File: src/rtl/corral_pkg.sv
// Shared state encoding, default parameters and the saturating position helper
// used by the Corral game engine.
package corral_pkg;

    typedef enum logic [2:0] {
        SETUP   = 3'd0,
        IDLE    = 3'd1,
        RESOLVE = 3'd2,
        KICK    = 3'd3,
        DONE    = 3'd4
    } state_t;

    localparam int         DEF_POS_W       = 4;
    localparam int         DEF_MOVE_W      = 3;
    localparam int         DEF_MAX_MOVE    = 5;
    localparam int         DEF_HORSE_START = 10;
    localparam int         DEF_BASE_HP     = 2;
    localparam int         DEF_BOLT_BASE   = 5;
    localparam int         DEF_MAX_ROUNDS  = 8;
    localparam int         DEF_LFSR_W      = 8;
    localparam logic [7:0] DEF_LFSR_SEED   = 8'h5A;
    localparam logic [7:0] DEF_LFSR_TAPS   = 8'hB8;

    // Saturate a signed intermediate position into the range 0..amax.
    function automatic logic [15:0] clamp_pos(input logic signed [15:0] v,
                                              input logic signed [15:0] amax);
        logic [15:0] r;
        if (v < 16'sd0) begin
            r = 16'd0;
        end else if (v > amax) begin
            r = amax;
        end else begin
            r = v;
        end
        return r;
    endfunction

endpackage

File: src/rtl/corral_lfsr.sv
// Free-running Galois LFSR; exposes its two low bits as the engine's random value.
module corral_lfsr #(
    parameter int                LFSR_W    = 8,
    parameter logic [LFSR_W-1:0] LFSR_SEED = 8'h5A,
    parameter logic [LFSR_W-1:0] LFSR_TAPS = 8'hB8
) (
    input  logic       clock,
    input  logic       reset_n,
    output logic [1:0] rnd_o
);

    logic [LFSR_W-1:0] lfsr_q;

    // Shift right and fold the tap mask in whenever a one falls out of the LSB.
    always_ff @(posedge clock or negedge reset_n) begin
        if (!reset_n) begin
            lfsr_q <= LFSR_SEED;
        end else if (lfsr_q[0]) begin
            lfsr_q <= {1'b0, lfsr_q[LFSR_W-1:1]} ^ LFSR_TAPS;
        end else begin
            lfsr_q <= {1'b0, lfsr_q[LFSR_W-1:1]};
        end
    end

    assign rnd_o = lfsr_q[1:0];

endmodule

File: src/rtl/corral_game_p.sv
// Corral game engine: cowboy chases a horse on a 1-D arena, moves arrive over
// valid/ready, horse responses (drift, bolt, kick) are driven by a random value.
module corral_game_p
    import corral_pkg::*;
#(
    parameter int                POS_W       = DEF_POS_W,
    parameter int                MOVE_W      = DEF_MOVE_W,
    parameter int                MAX_MOVE    = DEF_MAX_MOVE,
    parameter int                HORSE_START = DEF_HORSE_START,
    parameter int                BASE_HP     = DEF_BASE_HP,
    parameter int                BOLT_BASE   = DEF_BOLT_BASE,
    parameter int                MAX_ROUNDS  = DEF_MAX_ROUNDS,
    parameter int                LFSR_W      = DEF_LFSR_W,
    parameter logic [LFSR_W-1:0] LFSR_SEED   = DEF_LFSR_SEED,
    localparam int               RC_W        = $clog2(MAX_ROUNDS + 1)
) (
    input  logic              clock,
    input  logic              reset_n,
    input  logic              move_valid,
    input  logic [MOVE_W-1:0] move,
    output logic              move_ready,
    output logic              move_err,
    input  logic              new_game,
    input  logic              rnd_force,
    input  logic [1:0]        rnd_val,
    output logic [POS_W-1:0]  cowboy_pos,
    output logic [POS_W-1:0]  horse_pos,
    output logic [RC_W-1:0]   round_cnt,
    output logic [2:0]        kicks_left,
    output logic              game_over,
    output logic              won
);

    localparam int                     IW     = POS_W + 2;
    localparam int                     AMAX   = (1 << POS_W) - 1;
    localparam logic signed [IW-1:0]   AMAX_S = IW'(AMAX);
    localparam logic signed [IW-1:0]   ONE_S  = IW'(1);

    function automatic logic [POS_W-1:0] sat(input logic signed [IW-1:0] v);
        logic [15:0] r;
        r = clamp_pos(16'(v), 16'(AMAX_S));
        return POS_W'(r);
    endfunction

    state_t              state_q;
    logic [POS_W-1:0]    cowboy_q;
    logic [POS_W-1:0]    horse_q;
    logic [RC_W-1:0]     round_q;
    logic [3:0]          hp_q;
    logic [3:0]          kicks_q;
    logic [2:0]          kicks_left_q;
    logic [MOVE_W-1:0]   move_q;
    logic [2:0]          kick_timer_q;
    logic                game_over_q;
    logic                won_q;
    logic                move_ready_q;
    logic                move_err_q;

    logic [1:0]          lfsr_rnd_s;
    logic [1:0]          pval_s;
    logic signed [IW-1:0] cow_s;
    logic signed [IW-1:0] horse_s;
    logic signed [IW-1:0] step_s;
    logic signed [IW-1:0] dest_s;
    logic signed [IW-1:0] amt_s;
    logic [IW-1:0]       dist_s;
    logic [IW-1:0]       twice_s;
    logic                toward_s;
    logic                away_up_s;
    logic                move_legal_s;
    logic                timeout_s;
    logic [POS_W-1:0]    horse_res_s;
    logic [POS_W-1:0]    horse_kick_s;
    logic [POS_W-1:0]    cow_kick_s;
    logic [POS_W-1:0]    horse_setup_s;
    logic [3:0]          hp_setup_s;
    logic [3:0]          kicks_inc_s;
    logic [2:0]          kicks_left_inc_s;

    corral_lfsr #(
        .LFSR_W    (LFSR_W),
        .LFSR_SEED (LFSR_SEED),
        .LFSR_TAPS (LFSR_W'(DEF_LFSR_TAPS))
    ) u_lfsr (
        .clock   (clock),
        .reset_n (reset_n),
        .rnd_o   (lfsr_rnd_s)
    );

    // Move legality, distances and candidate positions, all in signed POS_W+2 bits.
    always_comb begin
        pval_s       = rnd_force ? rnd_val : lfsr_rnd_s;
        cow_s        = $signed(IW'(cowboy_q));
        horse_s      = $signed(IW'(horse_q));
        step_s       = $signed(IW'(move));
        toward_s     = (cowboy_q <= horse_q);
        away_up_s    = (horse_q >= cowboy_q);
        dest_s       = toward_s ? (cow_s + step_s) : (cow_s - step_s);
        move_legal_s = (move != {MOVE_W{1'b0}}) && (32'(move) <= MAX_MOVE)
                       && !dest_s[IW-1] && (dest_s <= AMAX_S);
        dist_s       = (cowboy_q >= horse_q) ? IW'(cowboy_q - horse_q)
                                             : IW'(horse_q - cowboy_q);
        twice_s      = IW'({move_q, 1'b0});
        if (dist_s < twice_s) begin
            amt_s = $signed(IW'(BOLT_BASE)) + $signed(IW'({pval_s, 1'b0}));
        end else begin
            amt_s = $signed(IW'(pval_s));
        end
        horse_res_s      = sat(away_up_s ? (horse_s + amt_s) : (horse_s - amt_s));
        horse_kick_s     = sat(away_up_s ? (horse_s + ONE_S) : (horse_s - ONE_S));
        cow_kick_s       = sat(toward_s ? (cow_s - ONE_S) : (cow_s + ONE_S));
        horse_setup_s    = sat($signed(IW'(HORSE_START)) + $signed(IW'(pval_s)));
        hp_setup_s       = 4'(BASE_HP) + 4'(pval_s);
        kicks_inc_s      = kicks_q + 4'd1;
        kicks_left_inc_s = (hp_q > kicks_inc_s) ? 3'(hp_q - kicks_inc_s) : 3'd0;
        timeout_s        = (round_q == RC_W'(MAX_ROUNDS));
    end

    // Game FSM with all outputs held in registers.
    always_ff @(posedge clock or negedge reset_n) begin
        if (!reset_n) begin
            state_q      <= SETUP;
            cowboy_q     <= {POS_W{1'b0}};
            horse_q      <= {POS_W{1'b0}};
            round_q      <= {RC_W{1'b0}};
            hp_q         <= 4'd0;
            kicks_q      <= 4'd0;
            kicks_left_q <= 3'd0;
            move_q       <= {MOVE_W{1'b0}};
            kick_timer_q <= 3'd0;
            game_over_q  <= 1'b0;
            won_q        <= 1'b0;
            move_ready_q <= 1'b0;
            move_err_q   <= 1'b0;
        end else begin
            move_err_q <= 1'b0;
            case (state_q)
                SETUP: begin
                    cowboy_q     <= {POS_W{1'b0}};
                    horse_q      <= horse_setup_s;
                    hp_q         <= hp_setup_s;
                    kicks_q      <= 4'd0;
                    kicks_left_q <= 3'(hp_setup_s);
                    round_q      <= {RC_W{1'b0}};
                    game_over_q  <= 1'b0;
                    won_q        <= 1'b0;
                    move_ready_q <= 1'b1;
                    state_q      <= IDLE;
                end
                IDLE: begin
                    if (move_valid && move_ready_q) begin
                        if (move_legal_s) begin
                            cowboy_q     <= dest_s[POS_W-1:0];
                            round_q      <= round_q + RC_W'(1);
                            move_q       <= move;
                            move_ready_q <= 1'b0;
                            state_q      <= RESOLVE;
                        end else begin
                            move_err_q <= 1'b1;
                        end
                    end else begin
                        state_q <= IDLE;
                    end
                end
                RESOLVE: begin
                    if ((dist_s == IW'(0)) || ((dist_s == IW'(1)) && (pval_s >= 2'd2))) begin
                        won_q       <= 1'b1;
                        game_over_q <= 1'b1;
                        state_q     <= DONE;
                    end else if (dist_s == IW'(1)) begin
                        kicks_q      <= kicks_inc_s;
                        kicks_left_q <= kicks_left_inc_s;
                        if (kicks_inc_s > hp_q) begin
                            won_q       <= 1'b0;
                            game_over_q <= 1'b1;
                            state_q     <= DONE;
                        end else begin
                            kick_timer_q <= 3'(pval_s) + 3'd2;
                            state_q      <= KICK;
                        end
                    end else begin
                        horse_q <= horse_res_s;
                        if (timeout_s) begin
                            won_q       <= 1'b0;
                            game_over_q <= 1'b1;
                            state_q     <= DONE;
                        end else begin
                            move_ready_q <= 1'b1;
                            state_q      <= IDLE;
                        end
                    end
                end
                KICK: begin
                    horse_q      <= horse_kick_s;
                    cowboy_q     <= cow_kick_s;
                    kick_timer_q <= kick_timer_q - 3'd1;
                    if (kick_timer_q <= 3'd1) begin
                        if (timeout_s) begin
                            won_q       <= 1'b0;
                            game_over_q <= 1'b1;
                            state_q     <= DONE;
                        end else begin
                            move_ready_q <= 1'b1;
                            state_q      <= IDLE;
                        end
                    end else begin
                        state_q <= KICK;
                    end
                end
                DONE: begin
                    if (new_game) begin
                        state_q <= SETUP;
                    end else begin
                        state_q <= DONE;
                    end
                end
                default: begin
                    move_ready_q <= 1'b0;
                    state_q      <= SETUP;
                end
            endcase
        end
    end

    assign move_ready = move_ready_q;
    assign move_err   = move_err_q;
    assign cowboy_pos = cowboy_q;
    assign horse_pos  = horse_q;
    assign round_cnt  = round_q;
    assign kicks_left = kicks_left_q;
    assign game_over  = game_over_q;
    assign won        = won_q;

endmodule
File: config.mk
export PLATFORM = sky130hd
export DESIGN_NAME = corral_game_p
export DESIGN_NICKNAME = d
export VERILOG_FILES = /design/src/rtl/corral_pkg.sv /design/src/rtl/corral_lfsr.sv /design/src/rtl/corral_game_p.sv
export SDC_FILE = /design/constraint.sdc
export NUM_CORES = 1
export LEC_CHECK = 0
export ABC_CLOCK_PERIOD_IN_PS = 6100
export CORE_ASPECT_RATIO = 1.1
export CORE_MARGIN = 4
export CORE_UTILIZATION = 30
export DETAILED_ROUTE_END_ITERATION = 8
export RECOVER_POWER = 100
export SYNTH_ARGS = -nofsm -noshare
export SYNTH_HDL_FRONTEND = slang
export SYNTH_SLANG_ARGS = --single-unit
File: constraint.sdc
create_clock -name clock -period 6.1 [get_ports clock]
set_clock_uncertainty 0.15 [all_clocks]
set_input_delay 1.22 -clock clock [delete_from_list [all_inputs] [get_ports clock]]
set_output_delay 1.22 -clock clock [all_outputs]
set_load 0.005 [all_outputs]
==> flow_summary.ini, run 1 <==
[clocking]
cts.repair.resized = 0
cts.path.max_buffers = 2
htree_levels = 2
cts_root_buffer = clkbuf_16
cts_tree = yes
hold_buffers = 0
path_clk_slew_ns = 0.07
cts_buffers = 5
post_cts_buffers = 0
clkSinkCount = 43
worstSkewPairLatency_ns = 0.29

[timing]
slew_violations = 44
rsz0062_at_grt = false
timing.setup.tns_ns = 0
clock.fmax_mhz = 181
setup_viol = 0
tightestPinTransition_ns = 2.38
period_share = 0.907
max_slew_margin = -0.584
layout_min_cycle_time_ns = 5.53
hold_violations = 0

[power]
p_sw_uw = 1280
clkPwrFrac = 0.109
leakage_uw = 0.00187
irDropWorstVdd_v = 0.000257
comb_power_share = 0.709
pwr-share-seq = 0.182
total_power_uw = 2590
power.density_mw_per_mm2 = 606
p_int_uw = 1310
swShare = 0.493

[synthesis]
yosysTopAreaCell = dfrtp_1
synth_nets = 451
synth.avg_cell_area_um2 = 9.44
syn_inst = 396
ys_warn_count = 0
synth_seq_cells = 43
synth_cell_types = 73
synth-simple-area-share = 0.192
synthesis.area_mm2 = 0.00374
yosys.area.top_type_share = 0.261
synth_mux_area_frac = 0.0733
synth_xor_xnor_area_share = 0.0258
synth_enable_flop_cells = 0
synth_top_family_by_area = compound AO/OA/AOI/OAI gates
synthFlopType = dfrtp_1
synth_compound_area_frac = 0.211
yosys.area_share.adder = 0.165
synth-async-reset-ratio = 1.00
yosysSeqAreaShare = 0.289
synth.area.top_cells = dfrtp_1 (26%), ha_1 (13%), fa_1 (3.7%)

[critical_path]
cp_slowest_cell = dfrtp_1
worst_setup_path_end_kind = flip-flop
worst_path_most_repeated_cell = ha_1
cp-start-kind = flip-flop
crit_type = reg2reg
cp_max_fo = 11
setup.worst_path.start = horse_pos[2]$_DFFE_PN0P_
worstPathArrival_ns = 5.56
crit_path_max_incr_delay_ns = 0.57
critPathRequiredTime_ns = 6.13
r2r-start = horse_pos[2]$_DFFE_PN0P_
r2r_cells = 18
crit_chain = inv_1 -> ha_1 -> or2_0 -> o221a_1 -> nor4b_1 -> nor3b_4 -> ha_1 -> a21o_1 -> a211oi_2 -> mux2_1 -> ha_1 -> o21bai_1 -> a21oi_1 -> or3_1 -> mux2i_1 -> o31ai_1 -> o211ai_1 -> mux2_1

[floorplan]
start_util = 0.308
core_area_mm2 = 0.0121
die_w_um = 114
ios = 29
placementRows = 42
dieArea_mm2 = 0.0143
fp.dieH_um = 125

[hold_path]
hold_start = u_lfsr.lfsr_q[7]$_DFF_PN0_
hold_path_depth = 0
hold_path_class = reg2reg

[global_route]
grt_util_all_layers = 0.137
grt_pass1_wl_um = 15900
grt_max_degree = 44
antenna_found_initial = 0
grt_pass1_vias = 3140
grt_overflow_total = 0

[placement]
dp.cells = 574
dpl_cell_area_mm2 = 0.00420
gp_congestion = 0.969
io_buffers = 28
hpwl_um = 7460

[layout]
nNetsFinal = 482
fin_area_mm2 = 0.00427
fin_cells = 582
drive_above_1_share = 0.0631
seq_area_mm2 = 0.00108
insertedDiodeCount = 0
multi_input_area_mm2 = 0.00242
syn_to_final_growth_pct = 14.4
final_cell_mix = ha_1 (38), dfrtp_1 (38), inv_1 (32), nor2_1 (25), nand2_1 (25)
fillCellCount = 1238

[routing]
drt-pass1-iter-count = 7
drc = 0
routed_via_density = 5.48
finalWirelength_um = 9690
via_count = 3191
drt_iter0_drc = 171
ant_nets = 0
wl_per_cell_um = 16.6

[run]
drv_cap = 1

[outcome]
violations = capacitance limit, slew limit
status = finished, violations left
-- flip-flops by register name, indices dropped and copies added, names as in the netlist, 4 cells and up --
name           flops
horse_pos          4
round_cnt          4
kicks_q            4
cowboy_pos         4
u_lfsr.lfsr_q      8
-- area by class of cell --
class                           count  area share
Sequential cell                    43       0.253
Inverter                           32      0.0281
Tap cell                          154      0.0451
Clock inverter                      2     0.00322
Multi-Input combinational cell    312       0.567
Clock buffer                        6      0.0325
Timing Repair Buffer               33      0.0711
-- power by group through the flow --
stage / Clock [µW] / Sequential (µW) / Combinational [µW]
6_report: 282 / 472 / 1840
2_1_floorplan: 0 / 461 / 1440
4_1_cts: 290 / 473 / 1940
3_3_place_gp: 0 / 473 / 1890
3_5_place_dp: 0 / 477 / 1920
5_1_grt: 299 / 487 / 2060
-- stage by stage --
step	hold slack (ns)	worst slack, ns	utilization
after floorplan	0.183	1.11	-
after global placement	0.187	0.763	0.346
after detailed placement	0.190	0.492	0.346
after CTS	0.206	0.451	0.358
after global routing	0.223	0.102	0.352
final	0.204	0.570	0.352
-- metal layers --
metal  vias to the layer above  track usage  part of all wire
met5                         -            0                 0
met4                         0       0.0650             0.034
met3                        20       0.0232             0.050
met2                       115        0.224              0.47
met1                      1538        0.175              0.45
li1                       1518            -                 -
-- worst max-delay path: cells and delay by family (launching register included) --
kind                     cells  cell delay (ns)
AO/OA/AOI/OAI                7             1.81
AND/OR/NAND/NOR              4             1.07
multiplexers                 3             0.86
adder cells (fa/ha/maj)      3             0.77
flip-flops                   1             0.57
buffers and inverters        1             0.18
-- path summary, 6_finish.rpt --
kind | end | slack, ns
max | horse_pos[2]$_DFFE_PN0P_ | 0.57
min | u_lfsr.lfsr_q[6]$_DFF_PN1_ | 0.20
max reg2reg | horse_pos[2]$_DFFE_PN0P_ | 0.57
min reg2reg | u_lfsr.lfsr_q[6]$_DFF_PN1_ | 0.20
max in group asynchronous | horse_pos[1]$_DFFE_PN0P_ | 2.79
min in group asynchronous | move_err$_DFF_PN0_ | 1.49
-- logic make-up (layout without fill, tap and decap cells) --
| family | count (synthesis) | after routing |
|---|---|---|
| compound gates | 112 | 112 |
| xor+xnor | 11 | 11 |
| fa+ha+maj | 45 | 45 |
| buf+inv | 41 | 73 |
| flops | 43 | 43 |
| mux | 24 | 24 |
| simple gates | 120 | 120 |
-- synthesized netlist by cell type, types with 8 or more instances --
| cell type | number |
|---|---|
| dfrtp_1 | 39 |
| nand2_1 | 25 |
| ha_1 | 38 |
| nand2b_1 | 9 |
| a21oi_1 | 20 |
| mux2i_1 | 9 |
| inv_1 | 32 |
| mux2_1 | 8 |
| nor2_1 | 24 |
| o22ai_1 | 8 |
| nor2b_1 | 8 |
| o21ai_0 | 23 |
(Power assumes the default switching activity.)
==> run 2, diff against run 1 <==
SKIP_LAST_GASP = 1   (was not set)
==> results of run 2 <==
Same layout as run 1: the final DEF is identical, and so are final timing and power.
